==> src/rtl/dmem_arbiter.sv <==
// dmem_arbiter: two-port round-robin arbiter and sequencer in front of data_mem.
// Port 0 is the CPU load/store path, port 1 the debug/DMA loader. One grant at a
// time, never preempted; every output comes straight from a flop.
//
// Handshake: a requester raises pN_req with a stable command (we/addr/wdata/
// sign_mask) and holds both until the edge that samples pN_ack=1; pN_ack is a
// single-cycle pulse, and pN_rdata is valid while it is high on a read. The
// arbiter only samples requests in IDLE, so a req still high during the ack
// cycle is not granted twice.
module dmem_arbiter #(
  parameter int ADDR_W = 32,
  parameter int DATA_W = 32
) (
  input  logic              clk,
  input  logic              rst_n,
  input  logic              p0_req,
  input  logic              p0_we,
  input  logic [ADDR_W-1:0] p0_addr,
  input  logic [DATA_W-1:0] p0_wdata,
  input  logic [3:0]        p0_sign_mask,
  output logic              p0_ack,
  output logic [DATA_W-1:0] p0_rdata,
  input  logic              p1_req,
  input  logic              p1_we,
  input  logic [ADDR_W-1:0] p1_addr,
  input  logic [DATA_W-1:0] p1_wdata,
  input  logic [3:0]        p1_sign_mask,
  output logic              p1_ack,
  output logic [DATA_W-1:0] p1_rdata,
  output logic [ADDR_W-1:0] mem_addr,
  output logic [DATA_W-1:0] mem_wdata,
  output logic [3:0]        mem_sign_mask,
  output logic              mem_read,
  output logic              mem_write,
  input  logic [DATA_W-1:0] mem_rdata,
  output logic              busy
);

  typedef enum logic [1:0] {
    IDLE  = 2'd0,
    ISSUE = 2'd1,
    WAIT  = 2'd2,
    RESP  = 2'd3
  } state_t;

  state_t state;
  state_t state_d;

  logic last_grant;   // port granted most recently; the other port wins a tie
  logic winner;       // port owning the transaction in flight
  logic cur_we;       // direction of the transaction in flight
  logic grant;        // a grant happens at this edge
  logic grant_port;   // which port receives it
  logic ack_set;      // raise the winner's ack at this edge
  logic capture;      // load mem_rdata into the winner's rdata at this edge

  // State register
  always_ff @(posedge clk or negedge rst_n) begin
    if (!rst_n) begin
      state <= IDLE;
    end else begin
      state <= state_d;
    end
  end

  // Next state, arbitration decision and per-edge control strobes
  always_comb begin
    state_d    = state;
    grant      = 1'b0;
    grant_port = 1'b0;
    ack_set    = 1'b0;
    capture    = 1'b0;
    unique case (state)
      IDLE: begin
        if (p0_req || p1_req) begin
          grant      = 1'b1;
          grant_port = (p0_req && p1_req) ? ~last_grant : p1_req;
          state_d    = ISSUE;
        end
      end
      ISSUE: begin
        if (cur_we) begin
          ack_set = 1'b1;
          state_d = RESP;
        end else begin
          state_d = WAIT;
        end
      end
      WAIT: begin
        capture = 1'b1;
        ack_set = 1'b1;
        state_d = RESP;
      end
      RESP: begin
        state_d = IDLE;
      end
      default: begin
        state_d = IDLE;
      end
    endcase
  end

  // Datapath: command latch, one-cycle strobes, acks and read-data capture
  always_ff @(posedge clk or negedge rst_n) begin
    if (!rst_n) begin
      last_grant    <= 1'b1;
      winner        <= 1'b0;
      cur_we        <= 1'b0;
      mem_addr      <= '0;
      mem_wdata     <= '0;
      mem_sign_mask <= '0;
      mem_read      <= 1'b0;
      mem_write     <= 1'b0;
      p0_ack        <= 1'b0;
      p1_ack        <= 1'b0;
      p0_rdata      <= '0;
      p1_rdata      <= '0;
      busy          <= 1'b0;
    end else begin
      mem_read  <= 1'b0;
      mem_write <= 1'b0;
      p0_ack    <= 1'b0;
      p1_ack    <= 1'b0;
      busy      <= (state_d != IDLE);
      if (grant) begin
        winner     <= grant_port;
        last_grant <= grant_port;
        if (grant_port) begin
          cur_we        <= p1_we;
          mem_addr      <= p1_addr;
          mem_wdata     <= p1_wdata;
          mem_sign_mask <= p1_sign_mask;
          mem_read      <= ~p1_we;
          mem_write     <= p1_we;
        end else begin
          cur_we        <= p0_we;
          mem_addr      <= p0_addr;
          mem_wdata     <= p0_wdata;
          mem_sign_mask <= p0_sign_mask;
          mem_read      <= ~p0_we;
          mem_write     <= p0_we;
        end
      end
      if (ack_set) begin
        if (winner) begin
          p1_ack <= 1'b1;
        end else begin
          p0_ack <= 1'b1;
        end
      end
      if (capture) begin
        if (winner) begin
          p1_rdata <= mem_rdata;
        end else begin
          p0_rdata <= mem_rdata;
        end
      end
    end
  end

endmodule

==> config.mk <==
export PLATFORM = sky130hd
export DESIGN_NAME = dmem_arbiter
export DESIGN_NICKNAME = d
export VERILOG_FILES = /design/src/rtl/dmem_arbiter.sv
export SDC_FILE = /design/constraint.sdc
export NUM_CORES = 1
export LEC_CHECK = 0
export ABC_AREA = 1
export ABC_CLOCK_PERIOD_IN_PS = 2000
export CAP_MARGIN = 10
export CORE_MARGIN = 1
export CORE_UTILIZATION = 42
export DETAILED_ROUTE_END_ITERATION = 10
export HOLD_SLACK_MARGIN = 0.02
export PLACE_DENSITY = 0.9
export SLEW_MARGIN = 5
export SYNTH_ARGS = -nofsm -noshare
export SYNTH_HDL_FRONTEND = slang
export SYNTH_SLANG_ARGS = --single-unit
==> constraint.sdc <==
create_clock -name clk -period 2 [get_ports clk]
set_clock_uncertainty 0.1 [all_clocks]
set_input_delay 0.4 -clock clk [delete_from_list [all_inputs] [get_ports clk]]
set_output_delay 0.4 -clock clk [all_outputs]
set_load 0.005 [all_outputs]
==> impl_metrics.tcl <==
set metrics [dict create \
    status "completed" \
    critical_path_arrival_ps 2050 \
    critPathKind "reg -> reg" \
    hold_buffers 1 \
    cts_sinks 142 \
    core-area_sq_um 15300 \
    grt_pass1_vias 6372 \
    wl_per_cell_um 14.2 \
    vias_per_cell 4.71 \
    synth.yosys.seq_area_share_pct 53.4 \
    synthCells 861 \
    tns_ps 0 \
    gr-total-overflow 0 \
    avgSynthCellArea_sq_um 7.73 \
    crit_end "mem_wdata[27]$_DFFE_PN0P_" \
    die_y_um 128 \
    reg2reg_depth 8 \
    setup_viol 0 \
    hold_class "reg -> reg" \
    seq_area_sq_um 3550 \
    ctsResizeCount 0 \
    critPathCaptureType "flip-flop" \
    tightest_slew_ps 550 \
    cp.required_ps 2200 \
    grt_util_all_layers_pct 24.3 \
    reg2reg_from "state[0]$_DFF_PN0_" \
    drc 0 \
    rsz0062_at_grt "no" \
    p_int_uw 10100 \
    crit_start "state[0]$_DFF_PN0_" \
    initial_core_util_pct 43.5 \
    hold_viol_final 0 \
    relSlewSlack_pct 63.3 \
    p_sw_uw 5200 \
    irDropWorstVdd_uv 658 \
    final_nets 1340 \
    reg2reg_slack_ps 150 \
    min-delay-start "winner$_DFFE_PN0P_" \
    grt_pass1_wl_mm 31.0 \
    ys_warn_count 0 \
    ys_seq_elements 142 \
    finalWorstSetupSlack_ps 151 \
    syn_area_sq_um 6660 \
    fin_crit_ps 1850 \
    final_cells 1387 \
    swShare_pct 33.9 \
    power_frac_seq_pct 33.2 \
    die-area_sq_um 16400 \
    tritoncts "yes" \
    p_comb_share_pct 44.9 \
    antenna_found_initial 0 \
    multiInputGateArea_sq_um 2170 \
    timing.final.crit_share_pct 92.4 \
    detail-route-antenna-nets 0 \
    hpwl_mm 14.3 \
    clk_latency_ps 400 \
    crit_chain "inv_1, ha_1, nand2_1, inv_2, buf_12, nand3_1, nand3_1, nand2_1" \
    cts-htree-levels 4 \
    powerDensity_nw_per_um2 1440 \
    gp_congestion 0.817 \
    grt_max_degree 71 \
    rows 45 \
    crit_fanout 31 \
    numPortBuffers 310 \
    worst_setup_path_start_kind "flip-flop" \
    drv_cap 0 \
    clockRootBuffer "clkbuf_16" \
    routed_wl_mm 19.7 \
    dr.pass1.iters 5 \
    ioPinCount 311 \
    drtIter0Drc 370 \
    dp_cells 1354 \
    pwr-share-clk_pct 21.9 \
    fillers 1157 \
    post-place-ws_ps 93.3 \
    cts_setup_buffers 0 \
    clk_pin_slew_worst_paths_ps 60 \
    die_x_um 128 \
    synth_cell_type_count 19 \
    critPathMaxStageDelay_ps 400 \
    r2r-end "mem_wdata[27]$_DFFE_PN0P_" \
    p_leak_uw 0.00555 \
    cpMaxStageDelayCell "dfrtp_1" \
    drive_gt1_share_pct 5.02 \
    diodes 0 \
    fmax_mhz 541 \
    cts_buffers 17 \
    syn_nets 1038 \
    via_count 6535 \
    clk_path_buf_depth 2 \
    drv_slew 0 \
    area_growth_syn_to_layout_pct 60.2 \
]
## worst max-delay path, delay by kind of cell, from the launching register on
kind | cells | cell delay, ps
adders and majority gates | 1 | 270
buffers and inverters | 3 | 550
DFF | 1 | 400
and+or+nand+nor | 4 | 420
## flip-flops by register name, summed over array words and instances, names as in the netlist
name           count
busy               1
cur_we             1
last_grant         1
mem_addr          32
mem_read           1
mem_sign_mask      4
mem_wdata         32
mem_write          1
p0_ack             1
p0_rdata          32
p1_ack             1
p1_rdata          32
state              2
winner             1
## Yosys cell counts, drive strengths merged
master,n,area (sq um)
a21o,1,7.51
a21oi,2,10.0
buf,38,243
clkbuf,9,33.8
dfrtp,141,3530
dfstp,1,26.3
ha,3,37.5
inv,177,664
nand2,283,1070
nand3,138,691
nand3b,1,7.51
nor2,2,7.51
o21ai,65,325
## power by group through the flow
stage,sequential [uW],clock (uW),combinational (uW)
floorplan,5160,0,2750
global placement,5060,0,6710
detailed placement,5100,0,6930
CTS,5100,3410,6960
global route,5250,3540,7560
finish,5090,3360,6880
## through the flow
step           hold slack [ps]  power, uW  utilization [%]  cell area, sq um
3_5_place_dp               310      12000             65.4             10000
2_1_floorplan             4.41       7910                -              6660
5_1_grt                    391      16300             69.6             10700
4_1_cts                    374      15500             69.6             10700
3_3_place_gp               306      11800             65.4             10000
6_report                   366      15300             69.6             10700
## per-layer routing
layer / vias to the layer above / GRT usage, % / part of all wire (%)
met4: 0 / 12.9 / 4.3
li1: 3209 / - / -
met2: 247 / 42.7 / 51
met1: 3018 / 27.9 / 39
met3: 61 / 4.80 / 5.7
met5: - / 0 / 0
## cell families after synthesis
family | after synthesis | synth area share, %
flip-flops | 142 | 53.4
buffers and inverters | 224 | 14.1
adder cells (fa/ha/maj) | 3 | 0.564
AND/OR/NAND/NOR | 424 | 26.7
AO/OA/AOI/OAI | 68 | 5.15
## worst min-delay path by stage
stage / slack [ps] / cells past startpoint / endpoint
final: 370 / 1 / p0_ack$_DFF_PN0_
after CTS: 370 / 1 / p0_ack$_DFF_PN0_
after global placement: 310 / 1 / p0_rdata[17]$_DFFE_PN0P_
after detailed placement: 310 / 1 / p0_rdata[17]$_DFFE_PN0P_
after global routing: 390 / 2 / mem_addr[10]$_DFFE_PN0P_
after floorplan: 4 / 0 / busy$_DFF_PN0_
## area by class of cell
cell class | count | area share, %
inverter | 177 | 6.23
multi-input combinational | 495 | 20.3
sequential | 142 | 33.3
timing repair buffer | 330 | 31.7
clock inverter | 14 | 1.94
tap | 211 | 2.48
clock buffer | 18 | 4.02
## layout by cell type (no fill, tap or decap), types with 5 or more instances in the layout
cell type,instances
clkdlybuf4s50_1,309
nand2_1,278
inv_1,175
dfrtp_1,141
nand3_1,138
o21ai_0,65
clkbuf_16,17
buf_12,10
buf_4,9
clkinv_4,5
Power figures use the tool's default switching activity.
